==> config.mk <==
export PLATFORM = sky130hd
export DESIGN_NAME = acc_cpu_core
export DESIGN_NICKNAME = d
export VERILOG_FILES = /design/src/rtl/acc_cpu_pkg.sv /design/src/rtl/acc_cpu_alu.sv /design/src/rtl/acc_cpu_core.sv
export SDC_FILE = /design/constraint.sdc
export NUM_CORES = 1
export LEC_CHECK = 0
export BUFFER_PORTS_ARGS = -buffer_cell sky130_fd_sc_hd__buf_2
export CAP_MARGIN = 15
export CORE_MARGIN = 4
export CORE_UTILIZATION = 63
export CTS_CLUSTER_SIZE = 14
export DETAILED_ROUTE_END_ITERATION = 7
export HOLD_SLACK_MARGIN = 0.12
export PLACE_DENSITY = 0.81
export SLEW_MARGIN = 30
export SYNTH_ARGS = -nofsm -noshare
export SYNTH_HDL_FRONTEND = slang
export SYNTH_HIERARCHICAL = 1
export SYNTH_SLANG_ARGS = --single-unit
==> constraint.sdc <==
create_clock -name CLK -period 6 [get_ports CLK]
set_clock_uncertainty 0.2 [all_clocks]
set_input_delay 0.6 -clock CLK [delete_from_list [all_inputs] [get_ports CLK]]
set_output_delay 0.6 -clock CLK [all_outputs]
set_load 0.005 [all_outputs]
==> src/rtl/acc_cpu_pkg.sv <==
// Shared definitions for the accumulator CPU core: opcodes, FSM states and
// the ALU operation encoding.
package acc_cpu_pkg;

    localparam logic [3:0] OP_NOP = 4'h0;
    localparam logic [3:0] OP_LDI = 4'h1;
    localparam logic [3:0] OP_LDR = 4'h2;
    localparam logic [3:0] OP_STR = 4'h3;
    localparam logic [3:0] OP_ADD = 4'h4;
    localparam logic [3:0] OP_ADC = 4'h5;
    localparam logic [3:0] OP_SUB = 4'h6;
    localparam logic [3:0] OP_AND = 4'h7;
    localparam logic [3:0] OP_OR  = 4'h8;
    localparam logic [3:0] OP_XOR = 4'h9;
    localparam logic [3:0] OP_SHL = 4'hA;
    localparam logic [3:0] OP_SHR = 4'hB;
    localparam logic [3:0] OP_JMP = 4'hC;
    localparam logic [3:0] OP_JZ  = 4'hD;
    localparam logic [3:0] OP_JC  = 4'hE;
    localparam logic [3:0] OP_HLT = 4'hF;

    typedef enum logic [1:0] {
        ST_FETCH,
        ST_EXEC,
        ST_HALT
    } tState;

    // ALU_PASS forwards operand b; used for LDI/LDR so Z comes from the ALU.
    typedef enum logic [3:0] {
        ALU_PASS,
        ALU_ADD,
        ALU_ADC,
        ALU_SUB,
        ALU_AND,
        ALU_OR,
        ALU_XOR,
        ALU_SHL,
        ALU_SHR
    } tAluOp;

endpackage

==> src/rtl/acc_cpu_alu.sv <==
// Combinational ALU for the accumulator core. Arithmetic runs DATA_W+1 wide;
// the extra bit is the carry (or borrow for subtraction).
module acc_cpu_alu
    import acc_cpu_pkg::*;
#(
    parameter int DATA_W = 8
) (
    input  logic [DATA_W-1:0] a,
    input  logic [DATA_W-1:0] b,
    input  logic              cin,
    input  tAluOp             op,
    output logic [DATA_W-1:0] result,
    output logic              cout,
    output logic              zero
);

    logic [DATA_W:0] wide;

    always_comb begin
        wide = '0;
        case (op)
            ALU_ADD: wide = {1'b0, a} + {1'b0, b};
            ALU_ADC: wide = {1'b0, a} + {1'b0, b} + {{DATA_W{1'b0}}, cin};
            ALU_SUB: wide = {1'b0, a} - {1'b0, b};
            ALU_AND: wide = {1'b0, a & b};
            ALU_OR:  wide = {1'b0, a | b};
            ALU_XOR: wide = {1'b0, a ^ b};
            ALU_SHL: wide = {a, 1'b0};
            // Shifted-out LSB lands in the carry position.
            ALU_SHR: wide = {a[0], 1'b0, a[DATA_W-1:1]};
            default: wide = {1'b0, b};
        endcase
    end

    assign result = wide[DATA_W-1:0];
    assign cout   = wide[DATA_W];
    assign zero   = (result == '0);

endmodule

==> src/rtl/acc_cpu_core.sv <==
// Multi-cycle accumulator CPU core with request/valid instruction fetch.
// state    | meaning
// ST_FETCH | INST_REQ high, wait for INST_VALID, latch IR
// ST_EXEC  | execute IR, update ACC/flags/regs/PC
// ST_HALT  | sticky stop after HLT, left only by CLB
module acc_cpu_core
    import acc_cpu_pkg::*;
#(
    parameter int  DATA_W = 8,
    parameter int  REG_AW = 4,
    parameter int  PC_W   = 8,
    localparam int INST_W = 4 + REG_AW
) (
    input  logic              CLK,
    input  logic              CLB,
    input  logic [INST_W-1:0] INST,
    input  logic              INST_VALID,
    output logic              INST_REQ,
    output logic [PC_W-1:0]   PC,
    output logic [DATA_W-1:0] ACC,
    output logic              FLAG_Z,
    output logic              FLAG_C,
    output logic              HALTED
);

    localparam int NREG = 2 ** REG_AW;

    tState             state;
    tState             stateNext;
    logic [INST_W-1:0] ir;
    logic [DATA_W-1:0] regFile [NREG];

    logic [3:0]        opcode;
    logic [REG_AW-1:0] field;
    logic [DATA_W-1:0] regVal;
    logic [DATA_W-1:0] aluB;
    logic [DATA_W-1:0] aluResult;
    logic              aluCout;
    logic              aluZero;
    tAluOp             aluOp;
    logic              accWe;
    logic              carryWe;
    logic              regWe;
    logic              jumpTaken;

    assign opcode = ir[INST_W-1 -: 4];
    assign field  = ir[REG_AW-1:0];
    assign regVal = regFile[field];

    acc_cpu_alu #(.DATA_W(DATA_W)) uAlu (
        .a      (ACC),
        .b      (aluB),
        .cin    (FLAG_C),
        .op     (aluOp),
        .result (aluResult),
        .cout   (aluCout),
        .zero   (aluZero)
    );

    always_ff @(posedge CLK or posedge CLB) begin
        if (CLB) state <= ST_FETCH;
        else     state <= stateNext;
    end

    always_comb begin
        stateNext = state;
        aluOp     = ALU_PASS;
        aluB      = regVal;
        accWe     = 1'b0;
        carryWe   = 1'b0;
        regWe     = 1'b0;
        jumpTaken = 1'b0;
        case (state)
            ST_FETCH: if (INST_VALID) stateNext = ST_EXEC;
            ST_EXEC: begin
                stateNext = ST_FETCH;
                case (opcode)
                    OP_LDI: begin accWe = 1'b1; aluB = DATA_W'(field); end
                    OP_LDR: accWe = 1'b1;
                    OP_STR: regWe = 1'b1;
                    OP_ADD: begin aluOp = ALU_ADD; accWe = 1'b1; carryWe = 1'b1; end
                    OP_ADC: begin aluOp = ALU_ADC; accWe = 1'b1; carryWe = 1'b1; end
                    OP_SUB: begin aluOp = ALU_SUB; accWe = 1'b1; carryWe = 1'b1; end
                    OP_AND: begin aluOp = ALU_AND; accWe = 1'b1; end
                    OP_OR:  begin aluOp = ALU_OR;  accWe = 1'b1; end
                    OP_XOR: begin aluOp = ALU_XOR; accWe = 1'b1; end
                    OP_SHL: begin aluOp = ALU_SHL; accWe = 1'b1; carryWe = 1'b1; end
                    OP_SHR: begin aluOp = ALU_SHR; accWe = 1'b1; carryWe = 1'b1; end
                    OP_JMP: jumpTaken = 1'b1;
                    OP_JZ:  jumpTaken = FLAG_Z;
                    OP_JC:  jumpTaken = FLAG_C;
                    OP_HLT: stateNext = ST_HALT;
                    default: ;
                endcase
            end
            ST_HALT: stateNext = ST_HALT;
            default: stateNext = ST_FETCH;
        endcase
    end

    always_ff @(posedge CLK or posedge CLB) begin
        if (CLB) begin
            PC     <= '0;
            ACC    <= '0;
            ir     <= '0;
            FLAG_Z <= 1'b1;
            FLAG_C <= 1'b0;
            for (int i = 0; i < NREG; i++) regFile[i] <= '0;
        end else begin
            if (state == ST_FETCH && INST_VALID) ir <= INST;
            if (state == ST_EXEC) begin
                if (accWe) begin
                    ACC    <= aluResult;
                    FLAG_Z <= aluZero;
                end
                if (carryWe) FLAG_C <= aluCout;
                if (regWe) regFile[field] <= ACC;
                // Jump targets truncate or zero-extend the register to PC_W.
                if (jumpTaken)              PC <= PC_W'(regVal);
                else if (opcode != OP_HLT)  PC <= PC + PC_W'(1);
            end
        end
    end

    assign INST_REQ = (state == ST_FETCH) && !CLB;
    assign HALTED   = (state == ST_HALT);

endmodule
Word level (Yosys, flattened, before mapping). Cells that the tools add are included.

Flip-flop bits (word level): 156. Input bits: 11. Output and inout bits: 20. Word-level logic and storage cells: 96.

Add/subtract/negate cells: 4. Magnitude comparators: 2. Equality and inequality tests: 27. Multiplexer cells: 24. Bitwise operators: 4. Reductions and logical operators: 13.

Operators by type and width (number): $bwmux W128 (1); $pmux W9 S8 (1); $mux W8 (7); $eq A4 B4 Y1 const B (9); $bmux W8 S4 (1); $demux W8 S4 (1); $eq A4 B3 Y1 const B (8); $pmux W4 S8 (1); $eq A4 B2 Y1 const B (4); $reduce_or A10 Y1 (1); $add A8 B8 Y9 (1); $add A9 B1 Y9 (1); $sub A8 B8 Y9 (1); $add A8 B1 Y8 const B (1); $and A8 B8 Y8 (1); $eq A4 B1 Y1 const B (2); $logic_not A8 Y1 (1); $or A8 B8 Y8 (1); $reduce_and A2 Y1 (4); $xor A8 B8 Y8 (1); $mux W1 (7); $pmux W2 S3 (1); $ge A5 B5 Y1 const B (1); $lt A5 B1 Y1 const B (1); 13 further kinds (16).

Depth between registers and ports, before layout. Gate-level depths: netlist of the first run.

Depth after elaboration: 10. Gate-level depth with buffers: 19. Mapped depth without buffers: 17.

By module. Netlist of the first run, hierarchy kept.

By module, submodules not included: acc_cpu_core (times used 1, cells an instance 487, area each 7244.4 um^2, sequential area each 3905.0 um^2); acc_cpu_alu (times used 1, cells an instance 260, area each 1825.5 um^2, sequential area each 0.0 um^2).

Least setup slack after synthesis of the first run. Ideal clock, no wire load.

Kind: reg2reg. Start point: register ir[0]. End point: register FLAG_Z. Library setup time: 60 ps. Arrival time: 4119 ps. Required time: 5740 ps. Setup slack: 1622 ps. Cell stages (with the launch flop): 19. Path buffers: 2. Period minus slack after synthesis: 4378 ps. Cells stage by stage: dfrtp_1 buf_4 buf_2 mux4_2 a221oi_1 o21ai_0 ha_1 inv_1 fa_1 inv_1 ha_1 nor2_1 o22ai_1 o21ai_0 nand2_1 a211oi_1 or4b_1 nor4_2 mux2_2.

Cells in the longest elaborated chain, start to end: 10. Elaborated cells between the ends (all ways): 14. Classes of those cells: 3 x add/sub; 6 x mux; 4 x bitwise; 1 x reduce/logical.

Ends and longest elaborated chain: from (decl) (line acc_cpu_core.sv:30) `logic [INST_W-1:0] ir;`; from (signal assigned) (line acc_cpu_core.sv:105) `ir <= '0;`; from (signal assigned) (line acc_cpu_core.sv:110) `if (state == ST_FETCH && INST_VALID) ir <= INST;`; $not A4 Y5 (implied by the code) (line acc_cpu_core.sv:48) `assign regVal = regFile[field];`; $bmux W8 S4 (line acc_cpu_core.sv:48); $mux W8 (implied by the code) (2 in series) (line acc_cpu_core.sv:48); $mux W8 (line acc_cpu_core.sv:77) `case (opcode)`; $mux W8 (*) (line acc_cpu_core.sv:73) `case (state)`; net aluB[0] (line acc_cpu_core.sv:36) `logic [DATA_W-1:0] aluB;`; $add A8 B8 Y9 (line acc_cpu_alu.sv:22, acc_cpu_alu.sv:23); $add A9 B1 Y9 (line acc_cpu_alu.sv:23) `ALU_ADC: wide = {1'b0, a} + {1'b0, b} + {{DATA_W{1'b0}}, cin};`; $pmux W9 S8 (*) (line acc_cpu_alu.sv:21) `case (op)`; $logic_not A8 Y1 (*) (line acc_cpu_alu.sv:37) `assign zero = (result == '0);`; net aluZero (line acc_cpu_core.sv:39) `logic aluZero;`; to (signal assigned) (line acc_cpu_core.sv:114) `FLAG_Z <= aluZero;`; to (decl) (line acc_cpu_core.sv:21) `output logic FLAG_Z,`.

Mark *: on every way through the listed nets, which the timed path passes. The rest lies on a longest branch. The select of a mux whose other input is x is not followed. A chain may end at the register's enable or synchronous reset.

Worst setup path in the final report of the first run.
Start point: register ir[0]. End point: register FLAG_Z.

Cells in the longest elaborated chain, start to end: 10. Elaborated cells between the ends (all ways): 14. Classes of those cells: 3 x add/sub; 6 x mux; 4 x bitwise; 1 x reduce/logical.

Ends and longest elaborated chain: $not A4 Y5 (implied by the code) (*) (line acc_cpu_core.sv:48); $bmux W8 S4 (*) (line acc_cpu_core.sv:48); $mux W8 (implied by the code) (*) (2 in series) (line acc_cpu_core.sv:48); $mux W8 (line acc_cpu_core.sv:77); $mux W8 (*) (line acc_cpu_core.sv:73); net aluB[2] (line acc_cpu_core.sv:36); $add A8 B8 Y9 (line acc_cpu_alu.sv:22, acc_cpu_alu.sv:23); $add A9 B1 Y9 (line acc_cpu_alu.sv:23); $pmux W9 S8 (*) (line acc_cpu_alu.sv:21); net aluResult[3] (line acc_cpu_core.sv:37) `logic [DATA_W-1:0] aluResult;`; $logic_not A8 Y1 (*) (line acc_cpu_alu.sv:37); net aluZero (line acc_cpu_core.sv:39).

Marks and branches as above.

==> metrics.txt, run 1 <==
Rows 43; aggregate routed wire length 23.2 mm; DR vias 6547; Tcrit/Tclk final 87.7%; die extent in x 128 um; PostCTS Resize Cnt 0; setup tns final 0 ns; vias in the first global route 6603; Worst Max-Slew Pin Slew 0.999 ns; clock tree buffer depth 2; die area 16400 um^2; worst path required time 6.17 ns; Clk pin slew, worst setup/hold paths 0.06 ns; clk_lat worst skew 0.43 ns; minimum clock period after layout 5.26 ns; flop-to-flop setup slack 0.74 ns; first-pass iteration count of the detailed router 7; RSZ-0062 raised after global routing false; maximum VDD drop 0.000249 V; share of cells above drive strength 1 36.5%; Num CTS Buffers 17; Final Setup Violations 0; Initial DRC Count 637; Chip Height 128 um; crit start category register; Critical Path Sink Type register; ys async rst share 100%; drt via density 6.83; worst-path maximum fanout 24; Final ANT Viol Nets 0; Post CTS Setup Buffer Count 0; H-tree Lvls 4; antenna cells 0; Max Cap Viol 0; largest net degree at the start of global routing 109; Setup Crit Path Kind reg -> reg; Slew headroom 33.4%; Initial Util 64.8%; Final nets 809; reg2reg start ir[0]; hpwl dp 15.9 mm; RePlAce Congestion 0.973; Hold Vio Cnt, Final 0; LEAKAGE 4.60 nW; mapped cell area 9070 um^2; EDFF count, synth 0; GR Overflow Total 0; Reg2Reg Capture Point FLAG_Z; Synth Register Bits 156; Power per Cell Area 359 nW/um^2; Area Overhead vs Synth 9.15%; initial antenna violation count 0; yosys warns 6; most common cell after layout, fill and taps aside dfrtp_1; Worst Hold Margin 0.0952 ns; sequential-to-total area share from yosys stat 43.1%; outcome finished clean; Total GRT Usage 29.4%; Syn Area/Cell 12.1 um^2; Final Max Slew Viols 0; Mapped Nets 787; DRC 0; IO buf count 30; root cell of the clock tree clkbuf_16; Max Clk Rate 190 MHz; Mapped Cells 747; CTS tree yes; # clock sinks 156; Hold-fix buffers, CTS 0; commonest non-fill, non-tap cells in the layout dfrtp_1 (154), mux2_2 (140), nand2_1 (38); HP Class in -> async; global-route wire length before repair 36.8 mm; Core Footprint 14000 um^2; I/O pins 31; main flop type after synthesis dfrtp_1; WP data arrival 5.43 ns; Worst Reg-to-Reg Cells 16; DR WL/cell 24.2 um; Yosys cell types 74
-- state kept, by name, indices dropped and copies added (netlist names) --
signal   cells
FLAG_C       1
state        2
regFile    128
PC           8
FLAG_Z       1
ACC          8
ir           8
-- kinds of logic after synthesis --
kind of cell | count (synthesis) | synth area share [%]
adders and majority gates | 29 | 4.17
and+or+nand+nor | 154 | 9.27
AOI/OAI and AO/OA | 127 | 10.5
muxes | 185 | 27.3
DFF | 156 | 43.1
xor gates and xnor gates | 17 | 1.81
buffers and inverters | 79 | 3.93
-- critical path: stages (launching register included) --
cell      delay, ns
dfrtp_2        0.89
buf_4          0.29
mux4_2         0.54
a22o_1         0.23
a221oi_2       0.31
o21ai_0        0.25
inv_1          0.13
ha_1           0.36
or2_1          0.31
a21oi_2        0.20
nor2_2         0.09
xnor2_1        0.17
o221ai_1       0.13
o22a_1         0.21
or4b_1         0.52
nor4_2         0.16
mux2_2         0.19
-- synthesized netlist by cell type (6+ instances only) --
master	instances	share of area (%)
nand3_1	11	0.61
mux2_2	140	17
xnor2_1	13	1.3
nor2_1	35	1.4
nand2_1	38	1.6
nor3_1	13	0.72
o221ai_1	8	0.77
a21oi_1	14	0.77
a22o_1	8	0.77
mux4_2	34	8.4
nand2b_1	6	0.41
inv_1	33	1.4
clkbuf_1	23	0.95
nor2b_1	11	0.76
buf_2	15	0.83
ha_1	27	3.7
o21ai_0	21	1.2
a31oi_1	10	0.69
o22ai_1	9	0.62
dfrtp_1	155	43
-- worst max path at each step --
| stage | endpoint | slack, ns | cells after the start | start |
|---|---|---|---|---|
| floorplan | ACC[0] | 1.0 | 1 | CLB |
| global placement | FLAG_Z | 0.86 | 16 | ir[0] |
| detailed placement | FLAG_Z | 0.81 | 16 | ir[0] |
| CTS | FLAG_Z | 0.77 | 16 | ir[0] |
| global route | FLAG_Z | 0.36 | 17 | ir[0] |
| finish | FLAG_Z | 0.74 | 16 | ir[0] |
-- final cells by class --
cell class	instances	area, um^2
clock buffers	19	443
fillers	943	4090
well taps	180	225
multi-input cells	512	4810
flip-flops and latches	156	3910
inverters	34	135
repair buffers	48	285
clock inverters	10	93.8
-- metal layers --
layer | vias to the layer above | global-route usage (%) | part of all wire [%]
met5 | - | 0 | 0
met4 | 0 | 11.4 | 3.6
met3 | 80 | 6.29 | 6.7
met2 | 346 | 48.5 | 50
met1 | 3299 | 38.3 | 40
li1 | 2822 | - | -
-- report_power, final --
| part | internal [mW] | total (mW) | switching (mW) |
|---|---|---|---|
| clock network | 0.574 | 0.996 | 0.422 |
| logic | 0.484 | 1.15 | 0.666 |
| registers | 1.15 | 1.40 | 0.250 |
-- stage by stage --
| stage | power (mW) | setup slack (ns) | cell area, um^2 | std cells | util, % |
|---|---|---|---|---|---|
| 2_1_floorplan | 2.17 | 0.995 | 9070 | 747 | - |
| 3_3_place_gp | 2.49 | 0.860 | 9360 | 930 | 66.9 |
| 3_5_place_dp | 2.54 | 0.806 | 9360 | 930 | 66.9 |
| 4_1_cts | 3.53 | 0.766 | 9900 | 959 | 70.8 |
| 5_1_grt | 3.71 | 0.356 | 9900 | 959 | 70.8 |
| 6_report | 3.55 | 0.738 | 9900 | 959 | 70.8 |
Note: power is estimated with default switching activity, not from simulation.
==> inputs of run 2 (changes only) <==
- BUFFER_PORTS_ARGS: -buffer_cell sky130_fd_sc_hd__buf_2 -> default
- CORE_MARGIN: 4 -> 2
- CORE_UTILIZATION: 63 -> 64
- DONT_BUFFER_PORTS: default -> 1
- HOLD_SLACK_MARGIN: 0.12 -> 0.15
- PLACE_DENSITY: 0.81 -> 0.8
==> run 2 against run 1 <==
Effect of this change: first-iteration DRC count rose by 1.1%; final cell count decreased by 2.2%; sequential share of layout area about the same; die area down 7.6%; core utilization rose by 0.58 points; critical endpoint unchanged; sequential power hardly changed; largest cell class unchanged; count of clock-buffer cells in the layout stayed put; combinational power shrank 4%; global-route usage grew 2.4 points; setup slack worse by 0.029 ns.
==> metrics.txt, run 2 (synthesis gave the netlist of run 1 again) <==
outcome finished clean (unchanged); first-pass iteration count of the detailed router 5 (was 7); multi-input logic area 4820 um^2 (was 4810 um^2); Post-Layout Cell Count 938 (was 959); Crit-path slowest cell dfrtp_2 (unchanged); WP data arrival 5.47 ns (was 5.43 ns); setup tns final 0 ns (unchanged); root cell of the clock tree clkbuf_16 (unchanged); DR WL/cell 24.4 um (was 24.2 um); RSZ-0062 raised after global routing false (unchanged); Slew headroom 35.5% (was 33.4%); final core occ 71.3% (was 70.8%); reg2reg start ir[0] (unchanged); Pwr Total 3.60 mW (was 3.55 mW); Register Area 3910 um^2 (unchanged); global-route wire length before repair 35.7 mm (was 36.8 mm); Rows 43 (unchanged); met1 WL 9.34 mm (was 9.30 mm); antenna cells 0 (unchanged); HP Class reg -> reg (was in -> async); flop-to-flop setup slack 0.71 ns (was 0.74 ns); DRC 0 (unchanged); I/O pins 31 (unchanged); die extent in x 123 um (was 128 um); Setup Crit Path Kind reg -> reg (unchanged); die area 15100 um^2 (was 16400 um^2); H-tree Lvls 4 (unchanged); crit path launch ir[0] (unchanged); Worst Reg-to-Reg Cells 17 (was 16); crit start category register (unchanged); Area Overhead vs Synth 9.19% (was 9.15%); Total GRT Usage 31.7% (was 29.4%); Initial DRC Count 644 (was 637); largest net degree at the start of global routing 107 (was 109); drt via density 6.90 (was 6.83); Final nets 785 (was 809); Final Setup Violations 0 (unchanged); worst setup path endpoint FLAG_Z (unchanged); clock tree buffer depth 2 (unchanged); share of cells above drive strength 1 33.6% (was 36.5%); Power per Cell Area 364 nW/um^2 (was 359 nW/um^2); clk_lat worst skew 0.44 ns (was 0.43 ns); maximum VDD drop 0.000302 V (was 0.000249 V); DR vias 6472 (was 6547); Chip Height 123 um (was 128 um); met3 wire len 1.47 mm (was 1.55 mm); # clock sinks 156 (unchanged); minimum clock period after layout 5.29 ns (was 5.26 ns); max reg flops 128 (unchanged); Max Clk Rate 189 MHz (was 190 MHz); Hold Vio Cnt, Final 0 (unchanged); Clk pin slew, worst setup/hold paths 0.07 ns (was 0.06 ns); worst path required time 6.18 ns (was 6.17 ns); vias in the first global route 6531 (was 6603); Worst Max-Slew Pin Slew 0.967 ns (was 0.999 ns); hpwl dp 15.2 mm (was 15.9 mm); Placed Area 9210 um^2 (was 9360 um^2); Reg2Reg Capture Point FLAG_Z (unchanged); Critical Path Sink Type register (unchanged); most common cell after layout, fill and taps aside dfrtp_1 (unchanged); Max Cap Viol 0 (unchanged); met2 wire length 11.3 mm (was 11.5 mm); # fillers 906 (was 943); GR Overflow Total 0 (unchanged); max incr delay on CP 0.83 ns (was 0.89 ns); commonest non-fill, non-tap cells in the layout dfrtp_1 (154), mux2_2 (140), nand2_1 (38) (unchanged); RePlAce Congestion 0.934 (was 0.973); worst path cell trace mux4_2 -> a22o_1 -> a221oi_1 -> o21ai_0 -> ha_1 -> inv_1 -> fa_1 -> inv_1 -> ha_1 -> nor2_1 -> o22ai_1 -> o21ai_0 -> nand2_1 -> a211oi_1 -> or4b_1 -> nor4_2 -> mux2_2 (was buf_4 -> mux4_2 -> a22o_1 -> a221oi_2 -> o21ai_0 -> inv_1 -> ha_1 -> or2_1 -> a21oi_2 -> nor2_2 -> xnor2_1 -> o221ai_1 -> o22a_1 -> or4b_1 -> nor4_2 -> mux2_2); IO buf count 0 (was 30); worst-path maximum fanout 22 (was 24); LEAKAGE 4.51 nW (was 4.60 nW); Top reg by flops regFile (unchanged); Final ANT Viol Nets 0 (unchanged); Num CTS Buffers 17 (unchanged); CTS tree yes (unchanged); cell area after layout 9900 um^2 (about the same); Final Max Slew Viols 0 (unchanged); Core Footprint 13900 um^2 (was 14000 um^2); Initial Util 65.3% (was 64.8%); initial antenna violation count 0 (unchanged); aggregate routed wire length 22.8 mm (was 23.2 mm); Placed Cells 897 (was 930); PostCTS Resize Cnt 0 (unchanged); top routing layer in use met4 (unchanged); Tcrit/Tclk final 88.2% (was 87.7%)
## run 2: cell types whose count changed in the layout (fill, tap and decap cells not counted), sizes merged
cell	previous run	this run
clkinv	4	5
inv	36	38
clkinvlp	3	2
bufinv	1	2
dlygate4sd3	0	9
buf	48	15
## run 2: final cells by class
| cell class | instances | area share [%] |
|---|---|---|
| clock buffers | 19 | 4.47 |
| multi-input cells | 512 | 48.7 |
| flip-flops and latches | 156 | 39.4 |
| clock inverters | 13 | 1.59 |
| well taps | 180 | 2.27 |
| inverters | 34 | 1.36 |
| repair buffers | 24 | 2.17 |
## run 2: how the worst min path moves through the flow
stage / startpoint / cells past startpoint / to
2_1_floorplan: regFile[25] / 1 / regFile[25]
3_3_place_gp: regFile[28] / 1 / regFile[28]
3_5_place_dp: regFile[29] / 1 / regFile[29]
4_1_cts: regFile[12] / 1 / regFile[12]
5_1_grt: regFile[70] / 1 / regFile[70]
6_report: regFile[25] / 1 / regFile[25]
## run 2: repair_timing
action,CTS,global route
endpoints found under the hold margin,112,0
setup buffers,0,0
hold buffers,9,0
## run 2: report_power, final
group	internal (mW)	total (mW)	switching, mW
Sequential	1.15	1.41	0.253
Clock	0.633	1.10	0.463
Combinational	0.456	1.10	0.644
Total	2.24	3.60	1.36
## run 2: through the flow
step / setup WS (ns) / hold slack [ns]
floorplan: 0.995 / 0.259
global placement: 0.900 / 0.269
detailed placement: 0.784 / 0.284
CTS: 0.765 / 0.305
global route: 0.365 / 0.320
finish: 0.709 / 0.303
## run 2: critical path: cells and delay by family (launching register included)
| family | cells | cell delay [ns] |
|---|---|---|
| DFF | 1 | 0.83 |
| muxes | 2 | 0.77 |
| and+or+nand+nor | 4 | 0.82 |
| buffers and inverters | 2 | 0.18 |
| AOI/OAI and AO/OA | 6 | 1.45 |
| adders and majority gates | 3 | 0.97 |
## run 2: metal layers
metal | global-route usage, % | vias up
li1 | - | 2761
met1 | 41.8 | 3332
met2 | 51.9 | 327
met3 | 6.87 | 52
met4 | 12.2 | 0
met5 | 0 | -
==> inputs of run 3 (changes only) <==
- CORE_ASPECT_RATIO: default -> 0.6
- CTS_BUF_LIST: default -> sky130_fd_sc_hd__clkbuf_8 sky130_fd_sc_hd__clkbuf_16
==> run 3 against run 2 <==
Effect of this change: count of clock-buffer cells in the layout decreased by 1; die area increased by 0.20%; critical path type unchanged; total power increased by 0.29%; critical path depth decreased by 2; first-iteration DRC count increased by 16%; global-route usage increased by 2.3 points; final area about the same; combinational power increased by 10%; final cell count increased by 1.5%; hold slack got worse by 0.16 ns; wire length increased by 7.1%; sequential power decreased by 4%.
==> metrics.txt, run 3 (synthesis gave the netlist of run 1 again) <==
Hold-fix buffers, CTS 8 (was 9); Chip Height 96.2 um (was 123 um); worst hold path depth 2 (was 1); worst path required time 6.16 ns (was 6.18 ns); Placed Cells 912 (was 897); # clock sinks 156 (unchanged); setup tns final 0 ns (unchanged); Post-Layout Cell Count 952 (was 938); Max Clk Rate 183 MHz (was 189 MHz); Worst Max-Slew Pin Slew 0.956 ns (was 0.967 ns); Post CTS Setup Buffer Count 0 (unchanged); Top reg by flops regFile (unchanged); RSZ-0062 raised after global routing false (unchanged); Setup Crit Path Kind reg -> reg (unchanged); max reg flops 128 (unchanged); Crit-path slowest cell dfrtp_2 (unchanged); Slew headroom 36.3% (was 35.5%); Final nets 787 (was 785); initial antenna violation count 0 (unchanged); Worst Reg-to-Reg Cells 15 (was 17); Hold Vio Cnt, Final 0 (unchanged); Area Overhead vs Synth 9.09% (was 9.19%); Core Footprint 13700 um^2 (was 13900 um^2); LEAKAGE 4.51 nW (about the same); clk_lat worst skew 0.42 ns (was 0.44 ns); most common cell after layout, fill and taps aside dfrtp_1 (unchanged); Critical Path Sink Type register (unchanged); DRC 0 (unchanged); HP Class in -> reg (was reg -> reg); final core occ 72.0% (was 71.3%); DR WL/cell 25.7 um (was 24.4 um); Worst Hold Margin 0.147 ns (was 0.303 ns); # fillers 911 (was 906); maximum VDD drop 0.000183 V (was 0.000302 V); hpwl dp 17.1 mm (was 15.2 mm); outcome finished clean (unchanged); Num CTS Buffers 17 (unchanged); critical path's most frequent cell o21ai_0; delay-heaviest family, CP compound AO/OA/AOI/OAI gates (unchanged); Final Max Slew Viols 0 (unchanged); reg2reg start ir[0] (unchanged); minimum clock period after layout 5.47 ns (was 5.29 ns); GR Overflow Total 0 (unchanged); share of cells above drive strength 1 34.1% (was 33.6%); PostCTS Resize Cnt 0 (unchanged); Max Cap Viol 0 (unchanged); CTS tree yes (unchanged); worst path cell trace mux4_2 -> a22o_1 -> a221oi_1 -> o21ai_0 -> ha_1 -> fa_1 -> o21bai_1 -> a21oi_1 -> xnor2_1 -> o21ai_0 -> a221oi_2 -> o22ai_1 -> or4b_1 -> nor4_2 -> mux2_2 (was mux4_2 -> a22o_1 -> a221oi_1 -> o21ai_0 -> ha_1 -> inv_1 -> fa_1 -> inv_1 -> ha_1 -> nor2_1 -> o22ai_1 -> o21ai_0 -> nand2_1 -> a211oi_1 -> or4b_1 -> nor4_2 -> mux2_2); min-delay src INST[4] (was regFile[25]); aggregate routed wire length 24.5 mm (was 22.8 mm); Power per Cell Area 365 nW/um^2 (was 364 nW/um^2); Crit path depth 15 (was 17); WP data arrival 5.63 ns (was 5.47 ns); global-route wire length before repair 37.5 mm (was 35.7 mm); antenna cells 0 (unchanged); Total GRT Usage 34.0% (was 31.7%); root cell of the clock tree clkbuf_16 (unchanged); crit path launch ir[0] (unchanged); RePlAce Congestion 1.05 (was 0.934); worst-path maximum fanout 25 (was 22); Initial DRC Count 747 (was 644); vias in the first global route 6241 (was 6531); first-pass iteration count of the detailed router 6 (was 5); Initial Util 66.0% (was 65.3%); commonest non-fill, non-tap cells in the layout dfrtp_1 (154), mux2_2 (140), nand2_1 (38) (unchanged); H-tree Lvls 4 (unchanged); IO buf count 0 (unchanged); die area 15200 um^2 (was 15100 um^2); DR vias 6548 (was 6472); Final ANT Viol Nets 0 (unchanged); Tcrit/Tclk final 91.2% (was 88.2%); Final Setup Violations 0 (unchanged); crit start category register (unchanged); die extent in x 158 um (was 123 um); Rows 33 (was 43); I/O pins 31 (unchanged); max incr delay on CP 0.89 ns (was 0.83 ns); WP buf/inv 0 (was 2); largest net degree at the start of global routing 92 (was 107); drt via density 6.88 (was 6.90); clock tree buffer depth 2 (unchanged); Clk pin slew, worst setup/hold paths 0.07 ns (about the same)
[run 3: worst paths after layout]
path	to	slack, ns
worst max-delay path	FLAG_Z	0.53
worst min-delay path	ir[4]	0.15
worst max register to register	FLAG_Z	0.53
worst min register to register	regFile[15]	0.30
max in group asynchronous	ir[0]	3.60
min in group asynchronous	ir[7]	0.63
[run 3: power breakdown]
part,switching [mW],total (mW),internal (mW)
Clock,0.477,1.04,0.559
Sequential,0.211,1.36,1.15
Combinational,0.744,1.21,0.467
[run 3: per-layer routing]
metal	up-vias	global-route usage, %	wire, um
met5	-	0	0
li1	2769	-	-
met1	3389	52.7	11300
met3	29	10.9	2980
met2	361	46.3	9930
met4	0	7.42	295
[run 3: area by class of cell]
class	count	area, um^2	area share [%]
clock inverters	14	128	1.29
inverters	34	133	1.34
flip-flops and latches	156	3910	39.5
well taps	192	240	2.43
repair buffers	26	228	2.30
multi-input cells	512	4820	48.7
clock buffers	18	439	4.44
[run 3: metrics by stage]
| step | setup WS, ns | area (um^2) | power [mW] |
|---|---|---|---|
| 4_1_cts | 0.525 | 9880 | 3.57 |
| 3_3_place_gp | 0.813 | 9240 | 2.51 |
| 2_1_floorplan | 0.995 | 9070 | 2.17 |
| 6_report | 0.526 | 9890 | 3.61 |
| 3_5_place_dp | 0.564 | 9240 | 2.53 |
| 5_1_grt | 0.154 | 9890 | 3.77 |
